===== src/rtl/writeback_arbiter_pkg.sv =====
// rtl/writeback_arbiter_pkg.sv - shared core types and writeback arbiter defaults
package writeback_arbiter_pkg;

    localparam int XLEN             = 32;
    localparam int REG_IDX_W        = 5;
    localparam int NUM_REGS         = 32;
    localparam int FIFO_DEPTH_DEF   = 2;
    localparam int STARVE_LIMIT_DEF = 8;

    typedef logic [XLEN-1:0]      word_t;
    typedef logic [REG_IDX_W-1:0] reg_idx_t;

    // One buffered multi-cycle result: destination register plus data.
    typedef struct packed {
        reg_idx_t rd;
        word_t    data;
    } wb_entry_t;

endpackage


===== src/rtl/wb_result_fifo.sv =====
// rtl/wb_result_fifo.sv - in-order buffer for multi-cycle results awaiting writeback
module wb_result_fifo
    import writeback_arbiter_pkg::*;
#(
    parameter int DEPTH = FIFO_DEPTH_DEF
) (
    input  logic      clk_i,
    input  logic      reset_i,
    input  logic      push_i,
    input  wb_entry_t push_entry_i,
    input  logic      pop_i,
    output wb_entry_t head_o,
    output logic      full_o,
    output logic      empty_o
);

    localparam int PTR_W = $clog2(DEPTH);
    localparam logic [PTR_W:0] PTR_ONE = {{PTR_W{1'b0}}, 1'b1};

    // Pointers carry one extra wrap bit so full and empty are distinguishable.
    logic [PTR_W:0] r_wr_ptr;
    logic [PTR_W:0] r_rd_ptr;
    wb_entry_t      r_mem [DEPTH];
    logic           w_do_push;
    logic           w_do_pop;

    assign empty_o   = (r_wr_ptr == r_rd_ptr);
    assign full_o    = (r_wr_ptr[PTR_W] != r_rd_ptr[PTR_W]) &&
                       (r_wr_ptr[PTR_W-1:0] == r_rd_ptr[PTR_W-1:0]);
    assign w_do_pop  = pop_i && !empty_o;
    // A push into a full buffer is fine when the head leaves in the same cycle.
    assign w_do_push = push_i && (!full_o || w_do_pop);
    assign head_o    = r_mem[r_rd_ptr[PTR_W-1:0]];

    // Advance read/write pointers; reset empties the buffer.
    always_ff @(posedge clk_i or negedge reset_i) begin
        if (!reset_i) begin
            r_wr_ptr <= '0;
            r_rd_ptr <= '0;
        end else begin
            if (w_do_push) r_wr_ptr <= r_wr_ptr + PTR_ONE;
            if (w_do_pop)  r_rd_ptr <= r_rd_ptr + PTR_ONE;
        end
    end

    // Payload storage; contents are meaningless while the pointers say empty.
    always_ff @(posedge clk_i) begin
        if (w_do_push) r_mem[r_wr_ptr[PTR_W-1:0]] <= push_entry_i;
    end

endmodule


===== src/rtl/writeback_arbiter.sv =====
// rtl/writeback_arbiter.sv - register-file write port arbiter with pending scoreboard
module writeback_arbiter
    import writeback_arbiter_pkg::*;
#(
    parameter int FIFO_DEPTH   = FIFO_DEPTH_DEF,
    parameter int STARVE_LIMIT = STARVE_LIMIT_DEF
) (
    input  logic     clk_i,
    input  logic     reset_i,
    input  logic     pipe_valid_i,
    input  reg_idx_t pipe_rd_i,
    input  word_t    pipe_data_i,
    input  logic     mc_issue_i,
    input  reg_idx_t mc_issue_rd_i,
    input  logic     mc_valid_i,
    input  reg_idx_t mc_rd_i,
    input  word_t    mc_data_i,
    output logic     mc_ready_o,
    input  reg_idx_t rs1_i,
    input  reg_idx_t rs2_i,
    output logic     stall_o,
    output logic     drain_req_o,
    output reg_idx_t write_register_o,
    output word_t    write_back_data_o,
    output logic     ctrl_write_back_o
);

    localparam int               CNT_W   = $clog2(STARVE_LIMIT + 1);
    localparam logic [CNT_W-1:0] LIMIT_C = CNT_W'(STARVE_LIMIT);
    localparam logic [CNT_W-1:0] CNT_ONE = CNT_W'(1);

    logic [NUM_REGS-1:0] r_pending;
    logic [CNT_W-1:0]    r_starve_cnt;
    logic [NUM_REGS-1:0] w_set_mask;
    logic [NUM_REGS-1:0] w_clr_mask;
    wb_entry_t           w_head;
    wb_entry_t           w_push_entry;
    logic                w_full;
    logic                w_empty;
    logic                w_push;
    logic                w_pop;

    // Held low in reset so upstream cannot hand us a result that would be dropped.
    assign mc_ready_o   = reset_i && !w_full;
    assign w_push       = mc_valid_i && mc_ready_o;
    // The pipeline owns the write port whenever it has a result.
    assign w_pop        = !w_empty && !pipe_valid_i;
    assign w_push_entry = '{rd: mc_rd_i, data: mc_data_i};

    wb_result_fifo #(
        .DEPTH (FIFO_DEPTH)
    ) u_fifo (
        .clk_i        (clk_i),
        .reset_i      (reset_i),
        .push_i       (w_push),
        .push_entry_i (w_push_entry),
        .pop_i        (w_pop),
        .head_o       (w_head),
        .full_o       (w_full),
        .empty_o      (w_empty)
    );

    // Scoreboard set/clear masks; x0 is never tracked.
    always_comb begin
        w_set_mask = '0;
        w_clr_mask = '0;
        if (mc_issue_i && mc_issue_rd_i != '0) w_set_mask[mc_issue_rd_i] = 1'b1;
        if (w_pop && w_head.rd != '0)          w_clr_mask[w_head.rd]     = 1'b1;
    end

    assign stall_o     = (r_pending[rs1_i] && rs1_i != '0) ||
                         (r_pending[rs2_i] && rs2_i != '0);
    assign drain_req_o = (r_starve_cnt == LIMIT_C);

    // Registered write port: pipeline first, then the buffer head, else idle.
    always_ff @(posedge clk_i or negedge reset_i) begin
        if (!reset_i) begin
            write_register_o  <= '0;
            write_back_data_o <= '0;
            ctrl_write_back_o <= 1'b0;
        end else if (pipe_valid_i) begin
            write_register_o  <= pipe_rd_i;
            write_back_data_o <= pipe_data_i;
            ctrl_write_back_o <= (pipe_rd_i != '0);
        end else if (w_pop) begin
            write_register_o  <= w_head.rd;
            write_back_data_o <= w_head.data;
            ctrl_write_back_o <= (w_head.rd != '0);
        end else begin
            ctrl_write_back_o <= 1'b0;
        end
    end

    // Pending bits: a new issue wins over the commit of an older result.
    always_ff @(posedge clk_i or negedge reset_i) begin
        if (!reset_i) r_pending <= '0;
        else          r_pending <= (r_pending & ~w_clr_mask) | w_set_mask;
    end

    // Count cycles the head is held off by the pipeline, saturating at the limit.
    always_ff @(posedge clk_i or negedge reset_i) begin
        if (!reset_i)                                   r_starve_cnt <= '0;
        else if (w_empty || w_pop)                      r_starve_cnt <= '0;
        else if (pipe_valid_i && r_starve_cnt != LIMIT_C) r_starve_cnt <= r_starve_cnt + CNT_ONE;
    end

    // Issuing to a register whose older result is still outstanding is illegal.
    assert property (@(posedge clk_i) disable iff (!reset_i)
        !(mc_issue_i && mc_issue_rd_i != '0 && r_pending[mc_issue_rd_i] &&
          !w_clr_mask[mc_issue_rd_i]));

endmodule


===== config.mk =====
export PLATFORM = sky130hd
export DESIGN_NAME = writeback_arbiter
export DESIGN_NICKNAME = d
export VERILOG_FILES = /design/src/rtl/writeback_arbiter_pkg.sv /design/src/rtl/wb_result_fifo.sv /design/src/rtl/writeback_arbiter.sv
export SDC_FILE = /design/constraint.sdc
export NUM_CORES = 1
export LEC_CHECK = 0
export CORE_MARGIN = 3
export CORE_UTILIZATION = 45
export CTS_CLUSTER_SIZE = 30
export DETAILED_ROUTE_END_ITERATION = 8
export GPL_ROUTABILITY_DRIVEN = 1
export PLACE_DENSITY = 0.75
export RECOVER_POWER = 50
export SLEW_MARGIN = 10
export SYNTH_ARGS = -nofsm -noshare
export SYNTH_HDL_FRONTEND = slang
export SYNTH_SLANG_ARGS = --single-unit

===== constraint.sdc =====
create_clock -name clk_i -period 4.05 [get_ports clk_i]
set_input_delay 0.81 -clock clk_i [delete_from_list [all_inputs] [get_ports clk_i]]
set_output_delay 0.81 -clock clk_i [all_outputs]
set_load 0.005 [all_outputs]

# Word level (Yosys, flattened, before mapping)
# Memories as Yosys holds them, arrays and structs flattened.
# Cells that the tools add are included.
dict set report totals {
  ff_bits 78
  ram_bits 74
  input_bits 94
  elab_cells 71
  memories 1
}
# name depth width rd rd_clocked_by_memory_dff write_ports line_no
set mem_list {}
lappend mem_list {u_fifo.r_mem 2 37 1 0 1 wb_result_fifo.sv:23} ;# wb_entry_t r_mem [DEPTH];
dict set report op_classes {
  add_sub_neg 3
  magnitude_cmp 6
  eq_ne 5
  n_mux 20
  n_bitwise 3
  n_reduce_logical 26
}
# operator count
set ops {}
lappend ops {{two-way mux 32 bit} 4}
lappend ops {{AND 32 bit} 1}
lappend ops {{NOT 32 bit} 1}
lappend ops {{OR 32 bit} 1}
lappend ops {{nonzero test 5 bit} 5}
lappend ops {{less-than comparator 5 x 6 -> 1 bit, second input constant} 4}
lappend ops {{logical AND 1 bit} 13}
lappend ops {{binary-select mux 1 bit (select 5 bit)} 2}
lappend ops {{demux 1 bit (select 5 bit)} 2}
lappend ops {{greater-or-equal comparator 5 x 1 -> 1 bit, second input constant} 2}
lappend ops {{two-way mux 5 bit} 2}
lappend ops {{two-way mux 1 bit} 8}
lappend ops {{two-way mux 4 bit} 2}
lappend ops {{adder 2 x 1 -> 2 bit, second input constant} 2}
lappend ops {{adder 4 x 1 -> 4 bit, second input constant} 1}
lappend ops {{equality test 4 bit, second input constant} 1}
lappend ops {{inequality test 4 bit, second input constant} 1}
lappend ops {{nonzero test 2 bit} 2}
lappend ops {{logical NOT 1 bit} 3}
lappend ops {{logical OR 1 bit} 3}
lappend ops {{equality test 2 bit} 1}
lappend ops {{equality test 1 bit} 1}
lappend ops {{inequality test 1 bit} 1}

# Longest topological paths before layout
# An unclocked memory read counts as a cell.
dict set report depth {
  depth_word 9
  mapped_depth 8
  depth_no_buf 6
}

# By module
# From an unflattened synthesis, not the netlist that was laid out.
dict set report unflattened {
  cells_unflattened 520
  area_unflattened_um2 6741.5
}
# module instances cells_each area_per_inst_um2
set modules_own_cells {}
lappend modules_own_cells {writeback_arbiter 1 376 3821.2}
lappend modules_own_cells {wb_result_fifo 1 144 2920.3}

# Worst setup path after synthesis
# No wires, ideal clock.
dict set report synth_timing {
  kind {input-to-reg}
  from {in reset_i}
  to {mem u_fifo.r_mem[0][0] (netlist name) (enable)}
  setup_time_ps 431
  arrival_ps 2815
  required_time_ps 3619
  setup_slack_ps 804
  path_stages 3
  path_buffers 0
  cell_sequence {a21boi_0 -> nand2_1 -> nor2_1}
}
dict set report synth_between {
  elab_chain_cells 5
}
# item line_no
set synth_lines {}
lappend synth_lines {{from (decl)} writeback_arbiter.sv:9} ;# input logic reset_i,
lappend synth_lines {{logical AND 1 bit} writeback_arbiter.sv:44} ;# assign mc_ready_o = reset_i && !w_full;
lappend synth_lines {{logical AND 1 bit} writeback_arbiter.sv:45} ;# assign w_push = mc_valid_i && mc_ready_o;
lappend synth_lines {{logical AND 1 bit} wb_result_fifo.sv:32} ;# assign w_do_push = push_i && (!full_o || w_do_pop);
lappend synth_lines {{two-way mux 1 bit} wb_result_fifo.sv:48} ;# if (w_do_push) r_mem[r_wr_ptr[PTR_W-1:0]] <= push_entry_i;
lappend synth_lines {{two-way mux 1 bit (implied by the code)} wb_result_fifo.sv:48}
lappend synth_lines {{to (decl)} wb_result_fifo.sv:23}
# No other way between the ends.

# Worst setup path in the final report
dict set report layout_timing {
  from {in rs2_i[2]}
  to {out stall_o}
}
dict set report layout_between {
  elab_chain_cells 4
  word_cells_on_any_way 5
  cone_classes {mux: 2; reduce/logical: 3}
}
# item line_no
set layout_lines {}
lappend layout_lines {{from (decl)} writeback_arbiter.sv:20} ;# input reg_idx_t rs2_i,
lappend layout_lines {{binary-select mux 1 bit (select 5 bit)} writeback_arbiter.sv:72} ;# (r_pending[rs2_i] && rs2_i != '0);
lappend layout_lines {{two-way mux 1 bit (implied by the code)} writeback_arbiter.sv:72}
lappend layout_lines {{logical AND 1 bit (*)} writeback_arbiter.sv:72}
lappend layout_lines {{logical OR 1 bit (*)} writeback_arbiter.sv:71} ;# assign stall_o = (r_pending[rs1_i] && rs1_i != '0) ||
lappend layout_lines {{to (decl)} writeback_arbiter.sv:21} ;# output logic stall_o,
# Every way passes the cells marked *; elsewhere a longest branch is shown, timed or not. The select of a mux whose other input is x is not followed.

==> flow_metrics.py <==
metrics = {
    "routing": {
        "vias": 4856,
        "routed_wl_mm": 16.65,
        "met3WireLength_mm": 1.355,
        "ant_nets": 0,
        "wire_per_inst_um": 19.10,
        "remaining_drc_errors": 0,
        "drt-met1-wl_mm": 6.745,
        "top_layer": "met4",
        "via_per_inst": 5.569,
        "firstDrtPassIters": 4,
        "route.met2.wl_mm": 8.058,
        "drt_iter0_drc": 249,
    },
    "floorplan": {
        "die-area_um2": 16120,
        "initial_utilization_pct": 46.70,
        "core_um2": 14100,
        "core.rowCount": 43,
        "die_h_um": 126.9,
        "die-width_um": 126.9,
        "ioPinCount": 135,
    },
    "global_routing": {
        "overflow": 0,
        "gr-usage-all-layers_pct": 21.48,
        "grt_pass1_wl_mm": 26.69,
        "grt_max_degree": 79,
        "antenna_found_initial": 0,
        "grt_pass1_vias": 5131,
    },
    "sta": {
        "clock_skew_ps": 6.680,
        "post-route-min-period_ps": 3914,
        "setup_viol": 0,
        "final_max_slew_viol_count": 79,
        "slew_headroom_pct": -37.06,
        "tns_ps": 0,
        "rsz0062_at_grt": "false",
        "setup_ws_ps": 136.4,
        "max_freq_mhz": 255.5,
        "fin_crit_sh_pct": 96.63,
        "worstMarginPinSlew_ps": 2056,
        "hold_violations": 0,
    },
    "worst_setup_path": {
        "worstPathArrival_ps": 3100,
        "r2r_cells": 6,
        "regToRegSetupSlack_ps": 1440,
        "endpoint": "stall_o",
        "cp-startpoint": "rs2_i[2]",
        "crit_type": "primary input to output pin",
        "crit_fanout": 6,
        "required_ps": 3240,
        "reg2reg_to": "u_fifo.r_mem[0][7]",
        "path_common_cell": "clkdlybuf4s50_1",
        "critical_path.max_stage_delay_ps": 660,
        "path_cells": "clkdlybuf4s50_1 -> mux4_2 -> nand2b_1 -> nand4_1 -> o211ai_1 -> a211o_1 -> clkdlybuf4s50_1",
        "start_kind": "primary input",
        "reg2reg_from": "u_fifo.r_rd_ptr[1]",
        "worstSetupEndpointType": "output pin",
        "slowest_stage": "clkdlybuf4s50_1",
    },
    "power": {
        "peakVddDrop_mv": 0.4434,
        "p_per_area_nw_per_um2": 716.6,
        "intPower_w": 0.004143,
        "swShare_pct": 33.70,
        "power_frac_comb_pct": 33.8,
        "p_leak_nw": 3.400,
        "p_switching_w": 0.002106,
        "power_frac_seq_pct": 39.8,
        "clockPowerShare_pct": 26.4,
        "p_total_w": 0.006249,
    },
    "synthesis": {
        "avgSynthCellArea_um2": 12.10,
        "syn_inst": 544,
        "synth-compound-area-share_pct": 12.49,
        "synth_area_leaders": "edfxtp_1, dfrtp_1, o21ai_0",
        "synth_mux_area_share_pct": 11.50,
        "ys.flop_type": "dfrtp_1",
        "syn_area_um2": 6583,
        "ys_seq_area_share_pct": 63.41,
        "syn_nets": 640,
        "yosysUniqueCellTypes": 41,
        "yosys.area_share.adder_pct": 0.3802,
        "synth_top_family_by_area": "compound AO/OA/AOI/OAI gates",
        "synth_edf_count": 74,
        "yosysTopAreaCellShare_pct": 33.76,
        "ys_ff_latch": 152,
        "synth_top_cell_by_area": "edfxtp_1",
        "synth_warnings": 0,
        "synth_xor_xnor_area_share_pct": 1.312,
        "synth_simple_gate_area_share_pct": 8.649,
        "synthArstFlopShare_pct": 51.32,
    },
    "placed_design": {
        "routabilityCongestion": 0.9894,
        "placed_area_um2": 8107,
        "dpl_worst_slack_ps": 86.96,
        "io_buffers": 134,
        "hpwl_mm": 11.57,
    },
    "clock_network": {
        "clk_pin_slew_ps": 60,
        "ctsHoldBuffers": 0,
        "root_buffer": "clkbuf_16",
        "clk_latency_ps": 420,
        "clock-sinks": 152,
        "cts_max_level": 4,
        "numCtsBuffers": 17,
        "clk_path_buf_depth": 2,
        "cts_tree": "yes",
    },
    "layout": {
        "fin_nets": 775,
        "drive_gt1_share_pct": 8.960,
        "final_cell_area_um2": 8721,
        "antennaDiodeCount": 0,
        "area_delta_synth_final_pct": 32.48,
        "fin_util_pct": 61.87,
    },
    "job": {
        "max-cap-violations": 1,
    },
    "worst_hold_path": {
        "min_path_type": "flop to flop",
    },
    "status": {
        "violations": "capacitance limit, slew limit",
        "status": "complete, but fails checks",
    },
}
-- worst min-delay path by stage --
| stage | to | slack [ps] | start | depth (start not counted) |
|---|---|---|---|---|
| finish | r_pending[0] | 440 | r_pending[0] | 0 |
| detailed placement | r_pending[0] | 430 | r_pending[0] | 0 |
| global placement | r_pending[0] | 440 | r_pending[0] | 0 |
| CTS | r_pending[0] | 440 | r_pending[0] | 0 |
| global route | r_pending[0] | 460 | r_pending[0] | 0 |
| floorplan | r_pending[0] | 440 | r_pending[0] | 1 |
-- cell families after synthesis --
kind of cell | after synthesis
multiplexers | 60
AND/OR/NAND/NOR | 132
adder cells (fa/ha/maj) | 2
AO/OA/AOI/OAI | 155
flip-flops | 152
buffers and inverters | 34
XOR/XNOR | 9
-- cell usage after synthesis, types with 5 or more instances --
master	number
buf_2	8
clkbuf_1	16
dfrtp_1	78
edfxtp_1	74
inv_1	5
mux2i_1	46
mux4_2	11
nand2_1	91
nand3_1	9
nand3b_1	5
nor2_1	11
o21ai_0	131
o21ai_1	9
xnor2_1	5
-- critical path: cells and delay by family --
family / cells / cell delay, ps
and+or+nand+nor: 2 / 250
AOI/OAI and AO/OA: 2 / 400
buffers and inverters: 2 / 1110
muxes: 1 / 540
-- metal layers --
metal | track usage [%] | vias to the layer above
li1 | - | 2256
met1 | 27.04 | 2366
met2 | 33.94 | 195
met3 | 7.621 | 39
met4 | 8.959 | 0
met5 | 0 | -
-- cell type report --
cell class	count	area, um^2
inverter	5	18.77
fill	1132	5375
sequential	152	4175
tap	180	225.2
clock buffer	17	425.4
clock inverter	15	202.7
timing repair buffer	145	1410
multi-input combinational	358	2263
-- layout by cell type (no fill, tap or decap), drive strengths merged, types with 4 or more instances in the layout --
| cell | n |
|---|---|
| o21ai | 140 |
| clkdlybuf4s50 | 94 |
| nand2 | 91 |
| dfrtp | 78 |
| edfxtp | 74 |
| mux2i | 46 |
| dlygate4sd3 | 37 |
| clkbuf | 20 |
| mux4 | 12 |
| nor2 | 11 |
| buf | 10 |
| nand3 | 9 |
| xnor2 | 6 |
| inv | 6 |
| clkinv | 6 |
| nand3b | 5 |
| nor2b | 4 |
| bufinv | 4 |
| clkinvlp | 4 |
| a21oi | 4 |
-- registers in the layout, summed over array words and instances (netlist names) --
name / flops
r_pending: 32
write_back_data_o: 32
u_fifo.r_wr_ptr: 2
r_starve_cnt: 4
write_register_o: 5
u_fifo.r_mem: 74
ctrl_write_back_o: 1
u_fifo.r_rd_ptr: 2
-- power by group through the flow --
stage                     registers [W]  clock network [W]  logic, W
after detailed placement        0.00250                  0   0.00211
after floorplan                 0.00237                  0   0.00126
after CTS                       0.00248            0.00168   0.00214
after global routing            0.00253            0.00174   0.00236
final                           0.00249            0.00165   0.00211
after global placement          0.00247                  0   0.00207
-- stage by stage --
stage | cells | hold slack, ps
floorplan | 544 | 441.3
detailed placement | 840 | 431.7
global placement | 840 | 436.3
CTS | 872 | 444.9
finish | 872 | 442.8
global route | 872 | 455.5
-- what timing repair did --
item / CTS / global route
gates resized for setup: 0 / 1
setup buffers: 0 / 0
setup endpoints to repair: 0 / 1
(Power assumes the default switching activity.)
